### src/rtl/tff_ctrl_pkg.sv
// Shared state and command encodings for the T-FF counter controller.
// Latency: n/a. Backpressure: n/a.
package tff_ctrl_pkg;

    typedef enum logic [1:0] {
        ST_IDLE = 2'd0,
        ST_ARM  = 2'd1,
        ST_UP   = 2'd2,
        ST_DOWN = 2'd3
    } state_t;

    typedef enum logic [1:0] {
        OP_STOP = 2'd0,
        OP_UP   = 2'd1,
        OP_DOWN = 2'd2,
        OP_CLR  = 2'd3
    } op_t;

endpackage

### src/rtl/tff_count_ctrl_if.sv
// Command channel into the controller: valid/ready plus opcode and terminal count.
// Latency: n/a. Backpressure: cmd_ready low stalls the master.
interface tff_count_ctrl_if #(
    parameter int WIDTH = 4
);
    import tff_ctrl_pkg::*;

    logic             cmd_valid;
    logic             cmd_ready;
    op_t              cmd_op;
    logic [WIDTH-1:0] limit;

    modport master (output cmd_valid, output cmd_op, output limit, input cmd_ready);
    modport slave  (input cmd_valid, input cmd_op, input limit, output cmd_ready);

endinterface

### src/rtl/tff_cell.sv
// Single T flip-flop with synchronous active-high clear and Q/Qbar outputs.
// Latency: toggles one edge after t is high. Backpressure: none.
module tff_cell (
    input  logic clk,
    input  logic clear,
    input  logic i_t,
    output logic o_q,
    output logic o_q_n
);

    logic r_q;

    always_ff @(posedge clk) begin
        if (clear) begin
            r_q <= 1'b0;
        end else if (i_t) begin
            r_q <= ~r_q;
        end
    end

    assign o_q   = r_q;
    assign o_q_n = ~r_q;

endmodule

### src/rtl/tff_count_ctrl.sv
// Drives per-bit toggles of a T-FF bank so it counts up/down modulo a loaded limit.
// Latency: command accept -> one ARM cycle -> first step. Backpressure: cmd_ready low only in ARM.
module tff_count_ctrl
    import tff_ctrl_pkg::*;
#(
    parameter int WIDTH = 4
) (
    input  logic             clk,
    input  logic             clear,
    tff_count_ctrl_if.slave  cmd,
    output logic [WIDTH-1:0] t_vec,
    output logic [WIDTH-1:0] count,
    output logic [WIDTH-1:0] count_n,
    output logic             wrap,
    output logic             busy
);

    state_t           r_state;
    state_t           w_state_nxt;
    op_t              r_op_q;
    logic [WIDTH-1:0] r_lim_q;
    logic             r_wrap;
    logic             w_accept;
    logic             w_wrap_apply;
    logic [WIDTH-1:0] w_t_vec;
    logic [WIDTH-1:0] w_up_t;
    logic [WIDTH-1:0] w_dn_t;
    logic [WIDTH-1:0] w_count;
    logic [WIDTH-1:0] w_count_n;

    assign cmd.cmd_ready = (r_state != ST_ARM);
    assign w_accept      = cmd.cmd_valid & cmd.cmd_ready;

    // Ripple toggle chains: a bit flips when every lower bit is 1 (up) or 0 (down).
    always_comb begin
        w_up_t    = '0;
        w_dn_t    = '0;
        w_up_t[0] = 1'b1;
        w_dn_t[0] = 1'b1;
        for (int i = 1; i < WIDTH; i++) begin
            w_up_t[i] = w_up_t[i-1] & w_count[i-1];
            w_dn_t[i] = w_dn_t[i-1] & ~w_count[i-1];
        end
    end

    always_comb begin
        w_state_nxt  = r_state;
        w_t_vec      = '0;
        w_wrap_apply = 1'b0;
        case (r_state)
            ST_IDLE: begin
                if (w_accept) w_state_nxt = ST_ARM;
            end
            ST_ARM: begin
                if (r_op_q == OP_CLR) w_t_vec = w_count;
                case (r_op_q)
                    OP_UP:   w_state_nxt = ST_UP;
                    OP_DOWN: w_state_nxt = ST_DOWN;
                    default: w_state_nxt = ST_IDLE;
                endcase
            end
            ST_UP: begin
                if (w_accept) begin
                    w_state_nxt = ST_ARM;
                end else if (w_count >= r_lim_q) begin
                    w_t_vec      = w_count;
                    w_wrap_apply = 1'b1;
                end else begin
                    w_t_vec = w_up_t;
                end
            end
            ST_DOWN: begin
                if (w_accept) begin
                    w_state_nxt = ST_ARM;
                end else if ((w_count == '0) || (w_count > r_lim_q)) begin
                    w_t_vec      = w_count ^ r_lim_q;
                    w_wrap_apply = 1'b1;
                end else begin
                    w_t_vec = w_dn_t;
                end
            end
            default: w_state_nxt = ST_IDLE;
        endcase
    end

    always_ff @(posedge clk) begin
        if (clear) begin
            r_state <= ST_IDLE;
            r_op_q  <= OP_STOP;
            r_lim_q <= '0;
            r_wrap  <= 1'b0;
        end else begin
            r_state <= w_state_nxt;
            r_wrap  <= w_wrap_apply;
            if (w_accept) begin
                r_op_q <= cmd.cmd_op;
                if ((cmd.cmd_op == OP_UP) || (cmd.cmd_op == OP_DOWN)) r_lim_q <= cmd.limit;
            end
        end
    end

    for (genvar g = 0; g < WIDTH; g++) begin : g_cell
        tff_cell u_cell (
            .clk   (clk),
            .clear (clear),
            .i_t   (w_t_vec[g]),
            .o_q   (w_count[g]),
            .o_q_n (w_count_n[g])
        );
    end

    assign t_vec   = w_t_vec;
    assign count   = w_count;
    assign count_n = w_count_n;
    assign wrap    = r_wrap;
    assign busy    = (r_state == ST_UP) || (r_state == ST_DOWN);

endmodule

### src/flat_wrapper.sv
// flat-port wrapper written by rule: the top's interface ports become plain ports
module tff_count_ctrl_flat import tff_ctrl_pkg::*;
#(
    parameter int WIDTH = 4
)
  (clk, clear, t_vec, count, count_n, wrap, busy, cmd_cmd_valid, cmd_cmd_op, cmd_limit, cmd_cmd_ready);
  tff_count_ctrl_if #(.WIDTH(WIDTH)) cmd_i ();
  input  logic clk;
  input  logic clear;
  output logic [WIDTH-1:0] t_vec;
  output logic [WIDTH-1:0] count;
  output logic [WIDTH-1:0] count_n;
  output logic wrap;
  output logic busy;
  input wire logic [$bits(cmd_i.cmd_valid)-1:0] cmd_cmd_valid;
  input wire logic [$bits(cmd_i.cmd_op)-1:0] cmd_cmd_op;
  input wire logic [$bits(cmd_i.limit)-1:0] cmd_limit;
  output wire logic [$bits(cmd_i.cmd_ready)-1:0] cmd_cmd_ready;
  assign cmd_i.cmd_valid = cmd_cmd_valid;
  assign cmd_i.cmd_op = cmd_cmd_op;
  assign cmd_i.limit = cmd_limit;
  assign cmd_cmd_ready = cmd_i.cmd_ready;
  tff_count_ctrl #(.WIDTH(WIDTH)) u_core (.clk(clk), .clear(clear), .cmd(cmd_i), .t_vec(t_vec), .count(count), .count_n(count_n), .wrap(wrap), .busy(busy));
endmodule
### config.mk
export PLATFORM = sky130hd
export DESIGN_NAME = tff_count_ctrl_flat
export DESIGN_NICKNAME = d
export VERILOG_FILES = /design/src/rtl/tff_ctrl_pkg.sv /design/src/rtl/tff_count_ctrl_if.sv /design/src/rtl/tff_cell.sv /design/src/rtl/tff_count_ctrl.sv /design/src/flat_wrapper.sv
export SDC_FILE = /design/constraint.sdc
export NUM_CORES = 1
export LEC_CHECK = 0
export CORE_UTILIZATION = 49
export DETAILED_ROUTE_END_ITERATION = 6
export MAX_ROUTING_LAYER = met4
export PLACE_DENSITY = 0.88
export RECOVER_POWER = 50
export REMOVE_ABC_BUFFERS = 1
export SYNTH_ARGS = -nofsm -noshare
export SYNTH_HDL_FRONTEND = slang
export SYNTH_SLANG_ARGS = --single-unit
### constraint.sdc
create_clock -name clk -period 2.56 [get_ports clk]
set_input_delay 0.384 -clock clk [delete_from_list [all_inputs] [get_ports clk]]
set_output_delay 0.384 -clock clk [all_outputs]
set_load 0.005 [all_outputs]
Word-level counts from Yosys, hierarchy flattened

Index checks and enable logic that the tools add are counted.

Bits in latches: 0
RAM bits: 0
Memories: 0
ROM bits: 0
Register bits: 13

Bitwise operators: 10
Muxes and demuxes: 14
Multiply operators: 0
Shift-type cells: 0
Reductions and logical operators: 7
$lt $le $gt $ge: 2
Equal/unequal tests: 10
Add/sub/neg operators: 0
Divide/modulo/power cells: 0

Operator list:

| operator           | count |
|---|---|
| $mux 4             | 5 |
| $pmux 4 s3         | 1 |
| $eq 2x2->1 const B | 5 |
| $pmux 2 s2         | 2 |
| $eq 2x1->1 const B | 3 |
| $and 1x1->1        | 5 |
| $ge 4x4->1         | 1 |
| $gt 4x4->1         | 1 |
| $logic_not 4->1    | 1 |
| $mux 1             | 4 |
| $ne 2x1->1 const B | 2 |
| $not 1->1          | 4 |
| $xor 4x4->4        | 1 |
| $logic_or 1x1->1   | 3 |
| $reduce_or 3->1    | 1 |
| $logic_not 2->1    | 1 |
| $mux 2             | 1 |
| $pmux 1 s2         | 1 |
| $reduce_and 2->1   | 1 |

Depth between registers and ports, before layout

Depth in word-level cells: 6
Depth in mapped cells: 9
Gate-level depth less buffers: 8

Cells and area by module

Synthesis repeated with hierarchy kept, for this count alone.

Cell total of the unflattened synthesis: 100
Area total of the unflattened synthesis: 818.3 um2

Modules (own cells, without submodules):

| module         | cells each | instances | area an instance (um2) |
|---|---|---|---|
| tff_count_ctrl | 84         | 1         | 673.1 |
| tff_cell       | 4          | 4         | 36.3 |

Least setup slack after synthesis

No wires, ideal clock.

Path type: register to output
Start point: register u_core.g_cell[1].u_cell.r_q
End point: output port t_vec[2]
Required time: 2176 ps
Arrival: 1912 ps
Stages on the path, launching flop included: 9
Slack: 264 ps
Cells stage by stage: dfxtp_1 -> ha_1 -> nor2b_4 -> o211a_4 -> o31a_1 -> a221o_1 -> o21ai_2 -> a21o_1 -> buf_4

Word-level cells in the longest chain between the ends: 5

Ends and longest elaborated chain:

| element                                         | RTL line                                   | RTL |
|---|---|---|
| start, declared                                 | tff_cell.sv:11                             | `logic r_q;` |
| start signal, assigned                          | tff_cell.sv:17                             | `r_q <= ~r_q;` |
| $gt 4x4->1, or another cell as far along        | tff_count_ctrl.sv:75                       | `end else if ((w_count == '0) \|\| (w_count > r_lim_q)) begin` |
| $logic_or 1x1->1 or $and 1x1->1 (tied branches) | tff_count_ctrl.sv:75, tff_count_ctrl.sv:42 |  |
| $mux 4                                          | tff_count_ctrl.sv:75                       |  |
| $mux 4                                          | tff_count_ctrl.sv:73                       | `if (w_accept) begin` |
| $pmux 4 s3 *                                    | tff_count_ctrl.sv:50                       | `case (r_state)` |
| end, declared                                   | flat_wrapper.sv:10                         | `output logic [WIDTH-1:0] t_vec;` |

Every way passes the cells marked *; elsewhere a longest branch is shown, timed or not.

Worst setup path after layout

Start point: register u_core.r_lim_q[1]
End point: output port t_vec[2]

Word-level cells in the longest chain between the ends: 5

Ends and longest elaborated chain:

| element                | RTL line             | RTL |
|---|---|---|
| start, declared        | tff_count_ctrl.sv:21 | `logic [WIDTH-1:0] r_lim_q;` |
| start signal, assigned | tff_count_ctrl.sv:97 | `if ((cmd.cmd_op == OP_UP) \|\| (cmd.cmd_op == OP_DOWN)) r_lim_q <= cmd.limit;` |
| $gt 4x4->1             | tff_count_ctrl.sv:75 |  |
| $logic_or 1x1->1       | tff_count_ctrl.sv:75 |  |
| $mux 4                 | tff_count_ctrl.sv:75 |  |
| $mux 4                 | tff_count_ctrl.sv:73 |  |
| $pmux 4 s3 *           | tff_count_ctrl.sv:50 |  |

Marks and branches as above.

==> flow_metrics.py <==
metrics = {
    "yosys": {
        "register_bit_total_from_synthesis": 13,
        "synth_cell_types": 38,
        "synth_area_sq_um": 1010,
        "ys_dominant_reg_cell": "sky130_fd_sc_hd__dfxtp_1",
        "synth.yosys.seq_area_share_pct": 25.77,
        "edff_count_synth": 0,
        "postSynthCellCount": 122,
        "async_reset_ff_share_pct": 0,
        "syn_area_per_cell_sq_um": 8.276,
        "ys.warnings.count": 0,
    },
    "timing": {
        "hold_viol_final": 0,
        "finalCritPeriodShare_pct": 106.1,
        "setup_violations": 3,
        "worst_slack_ps": -156.9,
        "hold_slack_ps": 483.3,
        "clock.fmax_mhz": 368.1,
        "timing_worst_slew_pin_value_ps": 614.1,
        "worst_slew_margin_rel_pct": 58.93,
        "period_needed_ps": 2717,
        "drv_slew": 0,
        "finalClockSkew_ps": 10.89,
        "rsz0062_at_grt": "true",
    },
    "cts": {
        "clockRootBuffer": "sky130_fd_sc_hd__clkbuf_4",
        "clk_path_buf_depth": 2,
        "cts_made_buffers": 3,
        "tritoncts": "built",
        "clkLatencyLatePin_ps": 290,
        "cts.reportedPaths.clkPinSlew_ps": 100,
        "cts-htree-levels": 1,
        "numClockSinks": 13,
        "cts.hold.buffers_added": 0,
    },
    "route": {
        "detail_route.wl_per_cell_um": 16.96,
        "dr.first_iter.drc_count": 69,
        "drc_errors": 0,
        "finalWirelength_mm": 3.223,
        "num_vias": 1100,
        "avgViaCountPerCell": 5.789,
        "antenna_violating_nets_post_route": 0,
        "detail_route.first_pass.iterations": 6,
    },
    "placement": {
        "pre_cts_ws_ps": -120.8,
        "gp_routability_congestion": 0.8580,
        "hpwl_mm": 1.910,
        "buffer_ports.inserted": 23,
        "numPlacedInstances": 171,
    },
    "cells_and_area": {
        "area_occupied_by_multi_input_gates_sq_um": 685.7,
        "drive_above_1_share_pct": 36.81,
        "stdcell_count": 190,
        "syn2layout_area_growth_pct": 49.07,
        "finish.net_count": 179,
        "fin_util_pct": 77.51,
        "fill_cells": 116,
        "most-common-layout-cells": "sky130_fd_sc_hd__buf_4, sky130_fd_sc_hd__nor2_1, sky130_fd_sc_hd__clkdlybuf4s50_1",
        "seq_area_sq_um": 264.0,
        "insertedDiodeCount": 0,
        "layout.cells.most_common": "sky130_fd_sc_hd__buf_4",
    },
    "grt": {
        "grt.met3_usage_pct": 4.615,
        "grt_pass1_wl_mm": 4.795,
        "grt.met2_usage_pct": 52.60,
        "total_global_routing_overflow": 0,
        "antenna_found_initial": 0,
        "grt.met1_usage_pct": 36.70,
        "most_crowded_layer_after_global_routing": "met2",
        "grt_max_degree": 17,
        "grt.total_usage_pct": 32.69,
        "number_of_global_route_vias_before_repair": 1054,
    },
    "floorplanning": {
        "die_width_um": 47.40,
        "die_area_sq_um": 2246,
        "ios": 24,
        "core_sq_um": 1942,
        "fp.dieH_um": 47.40,
        "floorplan.initialDensity_pct": 52.00,
        "placement_rows": 16,
    },
    "pwr": {
        "peak_supply_drop_uv": 315.8,
        "power_density_nw_per_um2": 339.1,
        "leakagePower_nw": 0.6611,
        "power_after_layout_mw": 0.5104,
    },
    "outcome": {
        "violated_checks": "setup timing",
        "outcome": "complete, but fails checks",
    },
    "critical_path": {
        "cp.arrival_ps": 2330,
        "critical_path.startpoint_type": "register",
        "timing.critical_path.fanout_max": 3,
        "worst-setup-path-type": "register to output port",
        "worst_ep_required_time_ps": 2180,
        "worst_setup_path_end_kind": "output port",
    },
    "job": {
        "max-cap-violations": 0,
    },
    "worst_hold_path": {
        "hold_path.class": "register to register",
    },
}
routing by layer:
layer | wire length [um] | up-vias
met4 | 116 | 0
met2 | 1665 | 78
met5 | 0 | -
met3 | 206 | 19
met1 | 1234 | 515
li1 | - | 488
worst max-delay path, cell delays in order (launching register included):
cell	delay (ps)
sky130_fd_sc_hd__dfxtp_2	340
sky130_fd_sc_hd__inv_2	40
sky130_fd_sc_hd__ha_4	260
sky130_fd_sc_hd__buf_6	90
sky130_fd_sc_hd__nand4_1	150
sky130_fd_sc_hd__or2_1	260
sky130_fd_sc_hd__o31a_1	150
sky130_fd_sc_hd__buf_4	160
sky130_fd_sc_hd__a221o_1	310
sky130_fd_sc_hd__o21ai_2	80
sky130_fd_sc_hd__a21o_1	90
sky130_fd_sc_hd__buf_2	100
cells in the mapped netlist (all sizes together) (2+ instances only):
master,instances,area [sq um]
or2,2,12.52
buf,13,101.4
nor3,2,10.01
inv,9,33.78
nand3,6,30.03
mux2,3,37.53
a21oi,5,25.02
nor2b,2,20.02
a21o,5,37.54
mux2i,7,70.07
clkbuf,4,16.26
ha,6,75.07
nor2,15,56.30
o21ai,4,23.77
dfxtp,13,260.3
nand2,10,37.54
logic make-up (layout without fill, tap and decap cells):
kind of cell             count (synthesis)  in the layout  synth area share, %
XOR/XNOR                                 1              1               0.8676
flip-flops                              13             13                25.77
buffers and inverters                   26             67                14.99
multiplexers                            10             10                10.66
AND/OR/NAND/NOR                         44             44                23.05
AO/OA/AOI/OAI                           22             22                17.22
adder cells (fa/ha/maj)                  6              6                7.435
registers in the layout, summed over array words and instances, names as in the netlist:
register / flops
u_core.g_cell.u_cell.o_q: 4
u_core.wrap: 1
u_core.r_op_q: 2
u_core.r_lim_q: 4
u_core.r_state: 2
what timing repair did:
action,CTS,global route
resized for setup,31,7
endpoints found under the setup margin,4,5
pin swaps,9,10
cloned,0,0
setup buffers,11,5
final timing paths:
path	from	end	slack, ps	cells after the start
max	u_core.r_lim_q[1]	t_vec[2]	-160	11
min	u_core.r_op_q[0]	u_core.r_op_q[0]	480	2
max reg2reg	u_core.r_lim_q[1]	u_core.g_cell[3].u_cell.o_q	-60	16
min reg2reg	u_core.r_op_q[0]	u_core.r_op_q[0]	480	2
where the power goes:
part / switching [mW] / leakage, nW / internal (mW)
registers: 0.00885 / 0.107 / 0.210
logic: 0.0691 / 0.539 / 0.0832
clock network: 0.0781 / 0.0150 / 0.0606
cell type report:
type / count / share of cell area, %
multi-input combinational: 83 / 45.55
timing repair buffer: 54 / 30.67
sequential: 13 / 17.54
inverter: 9 / 2.244
tap: 27 / 2.244
clock buffer: 4 / 1.746
metrics by stage:
stage	setup TNS (ps)	instance area (sq um)
final	-266.8	1505
after global routing	-498.3	1505
after global placement	-146.0	1276
after detailed placement	-282.2	1276
after floorplan	0	892.1
after CTS	-272.4	1448
Power figures use the tool's default switching activity.
==> RTL edit: new RTL, same flow settings <==
`WIDTH` is set to 4 in 3 places; all go to 6.
--- a/src/rtl/tff_count_ctrl_if.sv
+++ b/src/rtl/tff_count_ctrl_if.sv
@@ -2,5 +2,5 @@
 // Latency: n/a. Backpressure: cmd_ready low stalls the master.
 interface tff_count_ctrl_if #(
-    parameter int WIDTH = 4
+    parameter int WIDTH = 6
 );
     import tff_ctrl_pkg::*;
--- a/src/rtl/tff_count_ctrl.sv
+++ b/src/rtl/tff_count_ctrl.sv
@@ -4,5 +4,5 @@
     import tff_ctrl_pkg::*;
 #(
-    parameter int WIDTH = 4
+    parameter int WIDTH = 6
 ) (
     input  logic             clk,
--- a/src/flat_wrapper.sv
+++ b/src/flat_wrapper.sv
@@ -2,5 +2,5 @@
 module tff_count_ctrl_flat import tff_ctrl_pkg::*;
 #(
-    parameter int WIDTH = 4
+    parameter int WIDTH = 6
 )
   (clk, clear, t_vec, count, count_n, wrap, busy, cmd_cmd_valid, cmd_cmd_op, cmd_limit, cmd_cmd_ready);
Interface: changed (resized cmd_limit, count, count_n and t_vec); port bits go from 24 to 32. The function was not compared with the original's and may differ.
==> RTL edit against the original RTL <==
  * The flow still finishes with violations (setup timing)
  * Wire length up 63%
  * Worst hold slack better by 15 ps
  * Power rose to 2.6 times the old value
  * Final area up 52%
  * Worst setup slack worse by 100 ps
  * Global-route usage up 1.2 points
  * Register-to-register slack worse by 140 ps
  * Sequential share of layout area down 2.1 points
  * Critical path depth down 1
  * Non-clock buffer count up 29
  * Sequential cell count up 4
  * Area after synthesis up 44%
==> RTL edit: results (changes against the original RTL) <==
.. list-table::
   :header-rows: 1

   * - Metric
     - Value
   * - Non-clock buffers, area share
     - 31.4% (was 30.7%)
   * - Post-Synthesis Mean Instance Area
     - 8.15 um2 (was 8.28 um2)
   * - CTS resizes
     - 63 (was 31)
   * - Drt initial violations
     - 93 (was 69)
   * - Fraction of synthesized area in multiplexers
     - 11.5% (was 10.7%)
   * - Violations in the final reports
     - setup timing (unchanged)
   * - Power per standard cell area
     - 591 nW/um2 (was 339 nW/um2)
   * - Result of the run
     - finished, violations left (unchanged)
   * - Number of buffers added on ports
     - 31 (was 23)
   * - Total Routed Length
     - 5.26 mm (was 3.22 mm)
   * - Insertion delay to the later sink of the worst-skew pair
     - 310 ps (was 290 ps)
   * - Overall fraction of global-route tracks in use
     - 33.9% (was 32.7%)
   * - Half-perimeter wire length after detailed placement
     - 2.66 mm (was 1.91 mm)
   * - Sequential fraction of total cell area
     - 15.4% (was 17.5%)
   * - Detailed-routed wire length on met2
     - 2.61 mm (was 1.67 mm)
   * - Detailed Routing Iterations Pass 1
     - 5 (was 6)
   * - Multi-input combinational cell count
     - 122 (was 83)
   * - Worst-path maximum fanout
     - 4 (was 3)
   * - Post-synthesis adder-cell area fraction
     - 6.90% (was 7.43%)
   * - Net count, final
     - 260 (was 179)
   * - Global-route wire length before repair
     - 8.11 mm (was 4.80 mm)
   * - Sink Count
     - 17 (was 13)
   * - GRT met1 Usage
     - 40.2% (was 36.7%)
   * - Met3 GRT Util
     - 3.69% (was 4.62%)
   * - Min setup slack post-route
     - -259 ps (was -157 ps)
   * - Ranking of synthesized cells by instance count
     - nor2_1, buf_4, dfxtp_1, nand2_1, inv_1 (was nor2_1, dfxtp_1, buf_4, nand2_1, inv_1)
   * - Leakage dissipation
     - 1.02 nW (was 0.661 nW)
   * - Arrival @ worst endpoint
     - 2440 ps (was 2330 ps)
   * - Count of buffers added by post-CTS timing repair for setup
     - 27 (was 11)
   * - Clock network contribution to total cell area
     - 1.15% (was 1.75%)
   * - Number of non-clock buffers
     - 83 (was 54)
   * - Power Combinational
     - 884 uW (was 152 uW)
   * - Signal inverters
     - 14 (was 9)
   * - # placed instances
     - 241 (was 171)
   * - Startpoint of the worst-slack reg-to-reg timing path
     - u_core.r_lim_q[5] (was u_core.r_lim_q[1])
   * - Fraction of power spent switching nets
     - 38.9% (was 30.6%)
   * - Synthesized-area fraction occupied by xor and xnor cells
     - 0.604% (was 0.867%)
   * - Stage delay of the slowest cell on the critical path
     - 360 ps (was 340 ps)
   * - Count of final setup violators
     - 7 (was 3)
   * - Final weighted congestion of routability-driven global placement
     - 0.938 (was 0.858)
   * - Count of fill cells added during filler insertion
     - 153 (was 116)
   * - Met2 Track Usage GR
     - 58.3% (was 52.6%)
-- RTL edit: changes by cell type after synthesis, moves of 5 or more --
cell,delta
o31ai_1,+5
nor3_1,+9
inv_1,+5
buf_4,+7
nor2_1,+7
nand2_1,+5
-- RTL edit: final timing paths --
path / end / slack (ps) / depth (start not counted)
hold / removal: u_core.r_op_q[0] / 500 / 2
hold reg to reg: u_core.r_op_q[0] / 500 / 2
setup / recovery: t_vec[2] / -260 / 10
setup reg to reg: u_core.g_cell[3].u_cell.o_q / -200 / 14
-- RTL edit: stage by stage --
stage | util (%) | power [mW] | hold WS (ps)
2_1_floorplan | - | 0.586 | 448
3_3_place_gp | 65.0 | 0.781 | 468
3_5_place_dp | 65.0 | 0.792 | 466
4_1_cts | 80.1 | 1.19 | 481
5_1_grt | 82.0 | 1.40 | 533
6_report | 82.0 | 1.35 | 498
